`src/rtl/input_channel_buffer.sv`:
```
// Tagged input-channel FIFO: circular buffer with first-word fall-through head,
// back-pressure, synchronous flush and sticky overflow/underflow error flags.
module input_channel_buffer #(
  parameter int TIA_WORD_WIDTH = 32,
  parameter int TIA_TAG_WIDTH  = 2,
  parameter int BUFFER_DEPTH   = 4
) (
  input  logic                              clock,
  input  logic                              reset_n,
  input  logic                              flush,
  input  logic                              push,
  input  logic [TIA_TAG_WIDTH-1:0]          push_tag,
  input  logic [TIA_WORD_WIDTH-1:0]         push_data,
  output logic                              full,
  input  logic                              dequeue,
  output logic                              empty,
  output logic [TIA_TAG_WIDTH-1:0]          head_tag,
  output logic [TIA_WORD_WIDTH-1:0]         head_data,
  output logic [$clog2(BUFFER_DEPTH):0]     occupancy,
  output logic                              overflow,
  output logic                              underflow
);

  localparam int PTR_W = $clog2(BUFFER_DEPTH);
  localparam int OCC_W = PTR_W + 1;
  localparam logic [OCC_W-1:0] DEPTH_OCC = OCC_W'(BUFFER_DEPTH);

  logic [TIA_TAG_WIDTH-1:0]  tag_mem_q  [BUFFER_DEPTH];
  logic [TIA_WORD_WIDTH-1:0] data_mem_q [BUFFER_DEPTH];

  logic [PTR_W-1:0] wr_ptr_q, wr_ptr_d;
  logic [PTR_W-1:0] rd_ptr_q, rd_ptr_d;
  logic [OCC_W-1:0] occ_q, occ_d;
  logic             overflow_q, overflow_d;
  logic             underflow_q, underflow_d;

  logic empty_c, full_c, deq_ok, push_ok, wr_en;

  always_comb begin
    empty_c     = (occ_q == '0);
    full_c      = (occ_q == DEPTH_OCC);
    deq_ok      = dequeue && !empty_c;
    // A dequeue against an empty buffer freezes the whole cycle, including any push.
    push_ok     = push && !(dequeue && empty_c) && (!full_c || deq_ok);
    wr_ptr_d    = wr_ptr_q;
    rd_ptr_d    = rd_ptr_q;
    occ_d       = occ_q;
    overflow_d  = overflow_q;
    underflow_d = underflow_q;
    wr_en       = 1'b0;
    if (flush) begin
      wr_ptr_d = '0;
      rd_ptr_d = '0;
      occ_d    = '0;
    end else begin
      wr_en = push_ok;
      if (push_ok) wr_ptr_d = wr_ptr_q + PTR_W'(1);
      if (deq_ok)  rd_ptr_d = rd_ptr_q + PTR_W'(1);
      case ({push_ok, deq_ok})
        2'b10:   occ_d = occ_q + OCC_W'(1);
        2'b01:   occ_d = occ_q - OCC_W'(1);
        default: occ_d = occ_q;
      endcase
      if (push && full_c && !dequeue) overflow_d  = 1'b1;
      if (dequeue && empty_c)         underflow_d = 1'b1;
    end
  end

  always_ff @(posedge clock or negedge reset_n) begin
    if (!reset_n) begin
      wr_ptr_q    <= '0;
      rd_ptr_q    <= '0;
      occ_q       <= '0;
      overflow_q  <= 1'b0;
      underflow_q <= 1'b0;
    end else begin
      wr_ptr_q    <= wr_ptr_d;
      rd_ptr_q    <= rd_ptr_d;
      occ_q       <= occ_d;
      overflow_q  <= overflow_d;
      underflow_q <= underflow_d;
    end
  end

  // Storage is not reset; validity is tracked entirely by the pointers and occupancy.
  always_ff @(posedge clock) begin
    if (wr_en) begin
      tag_mem_q[wr_ptr_q]  <= push_tag;
      data_mem_q[wr_ptr_q] <= push_data;
    end
  end

  assign empty     = empty_c;
  assign full      = full_c;
  assign occupancy = occ_q;
  assign overflow  = overflow_q;
  assign underflow = underflow_q;
  assign head_tag  = tag_mem_q[rd_ptr_q];
  assign head_data = data_mem_q[rd_ptr_q];

endmodule
```
`config.mk`:
```
export PLATFORM = sky130hd
export DESIGN_NAME = input_channel_buffer
export DESIGN_NICKNAME = d
export VERILOG_FILES = /design/src/rtl/input_channel_buffer.sv
export SDC_FILE = /design/constraint.sdc
export NUM_CORES = 1
export LEC_CHECK = 0
export CAP_MARGIN = 25
export CORE_ASPECT_RATIO = 1.1
export CORE_MARGIN = 5
export CORE_UTILIZATION = 42
export CTS_CLUSTER_SIZE = 30
export DETAILED_ROUTE_END_ITERATION = 10
export PLACE_DENSITY_LB_ADDON = 0.3
export SLEW_MARGIN = 20
export SYNTH_ARGS = -nofsm -noshare
export SYNTH_HDL_FRONTEND = slang
export SYNTH_SLANG_ARGS = --single-unit
```
`constraint.sdc`:
```
create_clock -name clock -period 2 [get_ports clock]
set_input_delay 0.2 -clock clock [delete_from_list [all_inputs] [get_ports clock]]
set_output_delay 0.2 -clock clock [all_outputs]
set_load 0.03 [all_outputs]
```
* After elaboration in Yosys (flattened, before gate mapping)
Memory sizes are Yosys's and may differ from the RTL's.
Cells that the tools add are included.
** Word-level totals
- Register bits after elaboration :: 9
- RAM bits :: 136
- Input bits :: 39
- Output and inout bits :: 41
- Logic and storage cells :: 41
- Memories :: 2
** Memory list
- data_mem_q :: words 4, bits a word 32, rd ports 1, clocked after memory_dff 0, wr ports 1, RTL line 29 : logic [TIA_WORD_WIDTH-1:0] data_mem_q [BUFFER_DEPTH];
- tag_mem_q :: words 4, bits a word 2, rd ports 1, clocked after memory_dff 0, wr ports 1, RTL line 28 : logic [TIA_TAG_WIDTH-1:0] tag_mem_q [BUFFER_DEPTH];
** Operators by class
- $add $sub $neg :: 4
- Eq/ne operators :: 3
- Muxes and demuxes :: 9
- Bitwise logic cells :: 1
- Reduce and logical (&&, ||, !) cells :: 17
** Operators with widths (number)
- $mux W2 :: 4
- $logic_and A1 B1 Y1 :: 6
- $pmux W3 S2 :: 1
- $add A2 B1 Y2 const B :: 2
- $logic_not A1 Y1 :: 4
- $reduce_and A2 Y1 :: 2
- $reduce_bool A2 Y1 :: 2
- $add A3 B1 Y3 const B :: 1
- $eq A3 B3 Y1 const B :: 1
- $logic_not A3 Y1 :: 1
- $mux W1 :: 3
- $mux W3 :: 1
- $reduce_bool A3 Y1 :: 1
- $sub A3 B1 Y3 const B :: 1
- $eq A2 B1 Y1 const B :: 1
- $eq A2 B2 Y1 const B :: 1
- $logic_or A1 B1 Y1 :: 1
- $not A1 Y1 :: 1

* Depth between registers and ports, before layout
Gate-level depths: netlist of run 1.
- Depth in word-level cells :: 8
- Mapped depth :: 7
- Depth with buffers taken out :: 6

* Worst setup path after synthesis of run 1
Ideal clock, no wire load.
- Kind :: register to register
- Start point :: register occ_q[2] (netlist: occupancy[2])
- End point :: memory data_mem_q[0][0] (enable)
- Library setup time :: 0.394 ns
- Data arrival time :: 1.936 ns
- Required time :: 1.606 ns
- Setup slack :: -0.330 ns
- Stages on the path, launching flop included :: 5
- Path buffers :: 1
- Clock period less this slack :: 2.330 ns
- Cell sequence :: dfrtp_1 buf_4 xor2_1 a21oi_1 and2_1
** Between the ends
- Word-level cells in the longest chain between the ends :: 8
- Elaborated cells between the ends (all ways) :: 13
- Classes of those cells :: eq/ne (1); mux (3); reduce/logical (9)
** RTL lines
- from (decl) :: RTL line 33 : logic [OCC_W-1:0] occ_q, occ_d;
- from (signal assigned) :: RTL line 73 : occ_q <= '0;
- from (signal assigned) :: RTL line 79 : occ_q <= occ_d;
- $logic_not A3 Y1 :: RTL line 40 : empty_c = (occ_q == '0);
- $logic_and A1 B1 Y1 / $logic_not A1 Y1 (equally long branches) :: RTL line 44, 42
- $logic_not A1 Y1 / $logic_and A1 B1 Y1 (equally long branches) :: RTL line 44, 42
- $logic_and A1 B1 Y1 / $logic_or A1 B1 Y1 (equally long branches) :: RTL line 44 : push_ok = push && !(dequeue && empty_c) && (!full_c || deq_ok);
- $logic_and A1 B1 Y1 * :: RTL line 44
- $mux W1 * :: RTL line 51 : if (flush) begin
- $mux W1 * :: RTL line 87 : if (wr_en) begin
- $mux W1 (implied by the code) * :: RTL line 89 : data_mem_q[wr_ptr_q] <= push_data;
- to (decl) :: RTL line 29
Mark *: on every way between the ends. The rest lies on a longest branch, timed or not.

* Worst setup path after layout of run 1
- Start point :: register rd_ptr_q[0]
- End point :: output head_tag[1]
** Between the ends
- Word-level cells in the longest chain between the ends :: 1
** RTL lines
- from (decl) :: RTL line 32 : logic [PTR_W-1:0] rd_ptr_q, rd_ptr_d;
- from (signal assigned) :: RTL line 78 : rd_ptr_q <= rd_ptr_d;
- $mem_v2 Z4 W2
- to (decl) :: RTL line 17 : output logic [TIA_TAG_WIDTH-1:0] head_tag,
Every way passes these cells.

==> results of run 1 <==
==> flip-flops by register name, summed over array words and instances, names as in the netlist <==
register,cells
rd_ptr_q,2
overflow,1
occupancy,3
tag_mem_q,8
data_mem_q,128
underflow,1
wr_ptr_q,2
==> worst reg2reg max path, stage by stage, from the launching register on <==
cell     delay (ns)
dfrtp_2        0.44
o31ai_2        0.34
or2_4          0.18
fa_2           0.44
a211o_1        0.30
a21oi_1        0.16
==> worst max-delay path by stage <==
stage,cells after the start,start,to,slack [ns]
after floorplan,6,occupancy[2]$_DFFE_PN0P_,occupancy[2]$_DFFE_PN0P_,0.01
after global placement,6,dequeue,occupancy[2]$_DFFE_PN0P_,-0.10
after detailed placement,7,dequeue,occupancy[2]$_DFFE_PN0P_,-0.18
after CTS,3,rd_ptr_q[0]$_DFFE_PN0P_,head_data[27],-0.07
after global routing,4,rd_ptr_q[0]$_DFFE_PN0P_,head_data[31],-0.07
final,4,rd_ptr_q[0]$_DFFE_PN0P_,head_tag[1],-0.002
==> cells by family (layout without fill, tap and decap cells) <==
logic type      after synthesis  count (layout)  share of synthesized area, %
xor+xnor                      4               4                         0.630
mux                          34              34                          13.8
fa+ha+maj                     5               5                          1.26
other cells                   0               1                             0
buf+inv                      20             151                          2.07
simple gates                 24              24                          2.56
compound gates               17              17                          2.23
flops                       145             145                          77.5
==> power groups by stage <==
| stage | combinational, mW | sequential (mW) | clock (mW) |
|---|---|---|---|
| floorplan | 0.635 | 3.55 | 0 |
| global placement | 1.13 | 3.55 | 0 |
| detailed placement | 1.13 | 3.55 | 0 |
| CTS | 1.12 | 3.49 | 3.17 |
| global route | 1.27 | 3.50 | 3.31 |
| finish | 1.18 | 3.49 | 3.11 |
==> metrics by stage <==
step,hold slack (ns),cells,area (um2),setup TNS (ns)
finish,0.106,542,7480,-0.00232
global route,0.127,541,7480,-0.424
CTS,0.107,538,7360,-0.127
detailed placement,0.458,503,6790,-13.42
global placement,0.470,503,6790,-4.86
floorplan,-0.0956,249,5580,0
==> per-layer routing <==
layer  vias up  part of all wire (%)  global-route usage, %
li1       1269                     -                      -
met1      1447                    43                   17.4
met2        82                    50                   22.9
met3        13                   6.0                   4.78
met4         0                  0.99                   4.65
met5         -                     0                      0
==> Yosys cell counts (all sizes together), types with 3 or more instances <==
cell type / count
xor2: 4
o31ai: 3
mux4: 34
and2: 4
inv: 8
or2: 3
nor2: 3
dfrtp: 9
edfxtp: 136
buf: 11
ha: 4
a21oi: 3
==> what timing repair did <==
action / in CTS / in global routing
gates resized for setup: 123 / 41
hold endpoints to repair: 0 / 0
pin swaps: 0 / 3
endpoints found under the setup margin: 32 / 26
cloned: 0 / 1
buffers inserted: 3 / 2
==> final cells by class <==
type	instances	area [um2]
Timing Repair Buffer	111	1180
Tap cell	161	201
Clock buffer	18	429
Clock inverter	14	165
Inverter	8	30.0
Antenna cell	1	2.50
Multi-Input combinational cell	84	1160
Fill cell	1001	5620
Sequential cell	145	4320
==> results_dict.tcl, run 1 <==
set metrics [dict create \
    outcome "finished with violations" \
    violations "setup timing" \
    slowest_delay_ns 0.55 \
    rsz0062_at_grt "yes" \
    clockPowerShare_pct 39.9 \
    setup-violations-final 1 \
    drv_slew 0 \
    maxCapViolations 0 \
    cts-root-buf "clkbuf_16" \
    seq_power_share_pct 44.8 \
    p_leak_nw 2.53 \
    vias 2811 \
    area_delta_synth_final_pct 34.5 \
    synth-edff-count 136 \
    fin_crit_sh_pct 100 \
    synth_ff_type "edfxtp_1" \
    die_w_um 120 \
    r2r-start "occupancy[1]$_DFFE_PN0P_" \
    grt_pass1_vias 3008 \
    layout_common_cells "edfxtp_1, clkdlybuf4s50_1, mux4_2, buf_4" \
    crit_type "flip-flop to primary output" \
    combPwrFrac_pct 15.2 \
    clock_latency_ns 0.40 \
    h-tree-depth 4 \
    antenna_found_initial 0 \
    pin_count 80 \
    clk_pin_slew_ns 0.06 \
    timing.fmax_ghz 0.499 \
    synth_top_area_share_pct 73.4 \
    r2r_cells 5 \
    p_sw_mw 1.81 \
    synth_top_area_cell "edfxtp_1" \
    ys_ff_latch 145 \
    critPathRequiredTime_ns 1.80 \
    gp_congestion 0.798 \
    cts_hold_buffers 0 \
    syn_inst 249 \
    drt_iter0_markers 208 \
    arrival_ns 1.80 \
    cts_sinks 145 \
    overflow 0 \
    r2r_end "occupancy[1]$_DFFE_PN0P_" \
    drive_gt1_share_pct 38.4 \
    cp_cell_sequence "buf_12, buf_12, mux4_2, buf_12" \
    yosysSeqAreaShare_pct 77.5 \
    synth_warnings 0 \
    crit_buf_inv 3 \
    critical_path.top_delay_family "multiplexers" \
    synth_area_leaders "edfxtp_1, mux4_2, dfrtp_1" \
    cts_buffer_depth 2 \
    sw_frac_of_total_pct 23.2 \
    port-buffer-count 79 \
    crit_fanout 7 \
    worst_path_most_repeated_cell "buf_12" \
    worst_slew_margin_rel_pct 70.7 \
    wl_per_cell_um 19.0 \
    via_per_inst 5.19 \
    fin_nets 411 \
    dieArea_um2 15600 \
    hold_viol 0 \
    hpwl_um 6760 \
    cp-end-kind "primary output" \
    setup_ws_ns -0.00232 \
    core_area_um2 13100 \
    start_util_pct 42.4 \
    drtAntennaViolNets 0 \
    layout_min_cycle_time_ns 2.00 \
    report.power.total_mw 7.79 \
    syn_nets 293 \
    min_path_type "input pin to asynchronous set/reset pin" \
    skew_ns 0.00728 \
    cts_tree "built" \
    mostFrequentLayoutCell "edfxtp_1" \
    fin_util_pct 57.1 \
    p_int_mw 5.98 \
    rrSetupSlack_ns 0.05 \
    vdd_drop_max_mv 0.571 \
    critPathLaunchType "flip-flop" \
    grt_pass1_wl_um 16300 \
    synthesis.area_um2 5560 \
    powerDensity_nw_per_um2 1040 \
    crit_slowest_cell "mux4_2" \
    row_count 44 \
    drt-pass1-iter-count 4 \
    grt_max_degree 24 \
    wirelength_um 10300 \
    die_h_um 131 \
    grtUsageTotal_pct 13.9 \
    synth_cell_type_count 37 \
    async_reset_ff_share_pct 6.21 \
    drc 0 \
    syn_area_per_cell_um2 22.3 \
    dpl_worst_slack_ns -0.183 \
    numCtsBuffers 17 \
    worst_pin_slew_ns 0.438 \
]
(Power assumes the default switching activity.)
==> run 2, diff against run 1 <==
--- a/config.mk
+++ b/config.mk
@@ -7,8 +7,8 @@
 export LEC_CHECK = 0
 export CAP_MARGIN = 25
 export CORE_ASPECT_RATIO = 1.1
-export CORE_MARGIN = 5
 export CORE_UTILIZATION = 42
+export CTS_CLUSTER_DIAMETER = 150
 export CTS_CLUSTER_SIZE = 30
 export DETAILED_ROUTE_END_ITERATION = 10
 export PLACE_DENSITY_LB_ADDON = 0.3
==> run 2 against run 1 <==
Compared with the run above:
- the run ends with DRC, setup timing left
- flip-flop and latch count unchanged
- power increased by 2.5%
- combinational power increased by 5%
- first-iteration DRC count decreased by 25%
- clock power increased by 4%
- maximum frequency decreased by 3.7%
- clock skew increased by 0.0019 ns
- hold slack improved by 0.0021 ns
- via count increased by 0.64%
- largest cell class unchanged
==> results_dict.tcl, run 2 (synthesized netlist as in run 1, its figures left out) <==
set metrics [dict create \
    outcome "finished with violations" \
    violations "DRC, setup timing" \
    slowest_delay_ns 0.51 \
    port-buffer-count 79 \
    r2r-start "occupancy[0]$_DFFE_PN0P_" \
    crit_type "flip-flop to primary output" \
    skew_ns 0.00914 \
    hpwl_um 6160 \
    grt_pass1_vias 2986 \
    h-tree-depth 4 \
    drtAntennaViolNets 0 \
    drc 7 \
    largest_reg_flops 128 \
    antenna_found_initial 0 \
    setup-violations-final 17 \
    mostFrequentLayoutCell "edfxtp_1" \
    worst_slew_margin_rel_pct 69.7 \
    critPathLaunchType "flip-flop" \
    dpl_worst_slack_ns -0.243 \
    regMostFlops "data_mem_q" \
    drv_slew 0 \
    cts-root-buf "clkbuf_16" \
    powerDensity_nw_per_um2 1050 \
    start_util_pct 43.6 \
    die_h_um 123 \
    hold_viol 0 \
    hold-worst-slack_ns 0.108 \
    cts_buffer_depth 2 \
    pin_count 80 \
    fillCellCount 945 \
    rsz0062_at_grt "yes" \
    fin_nets 412 \
    drive_gt1_share_pct 38.7 \
    r2r_cells 5 \
    clk_pin_slew_ns 0.06 \
    drt-pass1-iter-count 7 \
    cts_sinks 145 \
    diodes 0 \
    dieArea_um2 13700 \
    crit_slowest_cell "dfrtp_2" \
    r2r_end "occupancy[2]$_DFFE_PN0P_" \
    cp-end-kind "primary output" \
    rrSetupSlack_ns 0.02 \
    combPwrFrac_pct 15.6 \
    core_area_um2 12800 \
    vias 2829 \
    layout_common_cells "edfxtp_1, clkdlybuf4s50_1, buf_6, mux4_2, clkbuf_16" \
    layout_min_cycle_time_ns 2.08 \
    timing.fmax_ghz 0.481 \
    row_count 43 \
    numCtsBuffers 17 \
    worst_path_most_repeated_cell "buf_12" \
    p_int_mw 6.17 \
    setup_ws_ns -0.0784 \
    wirelength_um 10100 \
    seq_power_share_pct 43.8 \
    cp_cell_sequence "buf_12, buf_12, mux4_2, buf_6" \
    crit_fanout 7 \
    clockPowerShare_pct 40.6 \
    vdd_drop_max_mv 0.464 \
    grt_pass1_wl_um 15800 \
    p_sw_mw 1.82 \
    clock_latency_ns 0.41 \
    cts_hold_buffers 0 \
    grtUsageTotal_pct 16.1 \
    cts_tree "built" \
    sw_frac_of_total_pct 22.8 \
    detailed_place.area_um2 6780 \
    area_delta_synth_final_pct 36.6 \
    min_path_type "input pin to asynchronous set/reset pin" \
    fin_area_um2 7600 \
    overflow 0 \
    drt_iter0_markers 156 \
    wl_per_cell_um 18.9 \
    gp_congestion 0.815 \
    maxCapViolations 0 \
    via_per_inst 5.27 \
    grt_max_degree 37 \
    report.power.total_mw 7.98 \
    worst_pin_slew_ns 0.453 \
    fin_crit_sh_pct 104 \
    arrival_ns 1.88 \
    critPathRequiredTime_ns 1.80 \
    die_w_um 112 \
    p_leak_nw 2.57 \
]
run 2: changes by cell type in the layout (fill, tap and decap cells not counted), moves of 2 or more:
cell      delta
buf_6       +19
buf_2       -13
buf_4        -5
clkinv_4     -3
clkinv_1     -2
inv_6        +2
run 2: layout make-up:
class	instances	area, um2	share of cell area, %
multi-input combinational	84	1160	15.2
inverter	8	30.0	0.395
tap	157	196	2.59
clock inverter	12	181	2.39
clock buffer	19	433	5.70
timing repair buffer	112	1280	16.9
sequential	145	4320	56.8
run 2: what timing repair did:
| action | in CTS | in global routing |
|---|---|---|
| cloned | 0 | 1 |
| pin swaps | 0 | 2 |
| setup endpoints to repair | 35 | 34 |
| buffers inserted | 6 | 2 |
| resized for setup | 139 | 86 |
run 2: how the worst max path moves through the flow:
stage,start,end,slack (ns),depth (start not counted)
4_1_cts,rd_ptr_q[0]$_DFFE_PN0P_,head_data[11],-0.11,3
3_5_place_dp,dequeue,occupancy[2]$_DFFE_PN0P_,-0.24,7
2_1_floorplan,occupancy[2]$_DFFE_PN0P_,occupancy[2]$_DFFE_PN0P_,0.01,6
3_3_place_gp,dequeue,occupancy[2]$_DFFE_PN0P_,-0.12,7
5_1_grt,rd_ptr_q[0]$_DFFE_PN0P_,head_data[26],-0.15,4
6_report,rd_ptr_q[0]$_DFFE_PN0P_,head_tag[1],-0.08,4
run 2: critical path: cells and delay by family (launching register included):
kind	cells	cell delay, ns
DFF	1	0.51
muxes	1	0.51
buffers and inverters	3	0.45
run 2: power groups by stage:
stage,registers (mW),clock network (mW),logic (mW)
finish,3.50,3.24,1.24
global route,3.51,3.44,1.32
CTS,3.49,3.32,1.19
detailed placement,3.56,0,1.12
global placement,3.55,0,1.12
floorplan,3.55,0,0.635
run 2: per-stage QoR:
| step | std cells | utilization [%] | TNS (ns) |
|---|---|---|---|
| 6_report | 537 | 59.6 | -0.694 |
| 5_1_grt | 537 | 59.6 | -2.88 |
| 4_1_cts | 534 | 59.0 | -1.61 |
| 3_5_place_dp | 497 | 53.2 | -5.87 |
| 3_3_place_gp | 497 | 53.2 | -0.837 |
| 2_1_floorplan | 249 | - | 0 |
run 2: layer usage:
metal	vias to the layer above	GRT usage, %	routed length, um
met5	-	0	0
met4	0	7.09	111
met3	10	5.38	607
met2	101	25.7	5100
met1	1444	20.3	4320
li1	1274	-	-
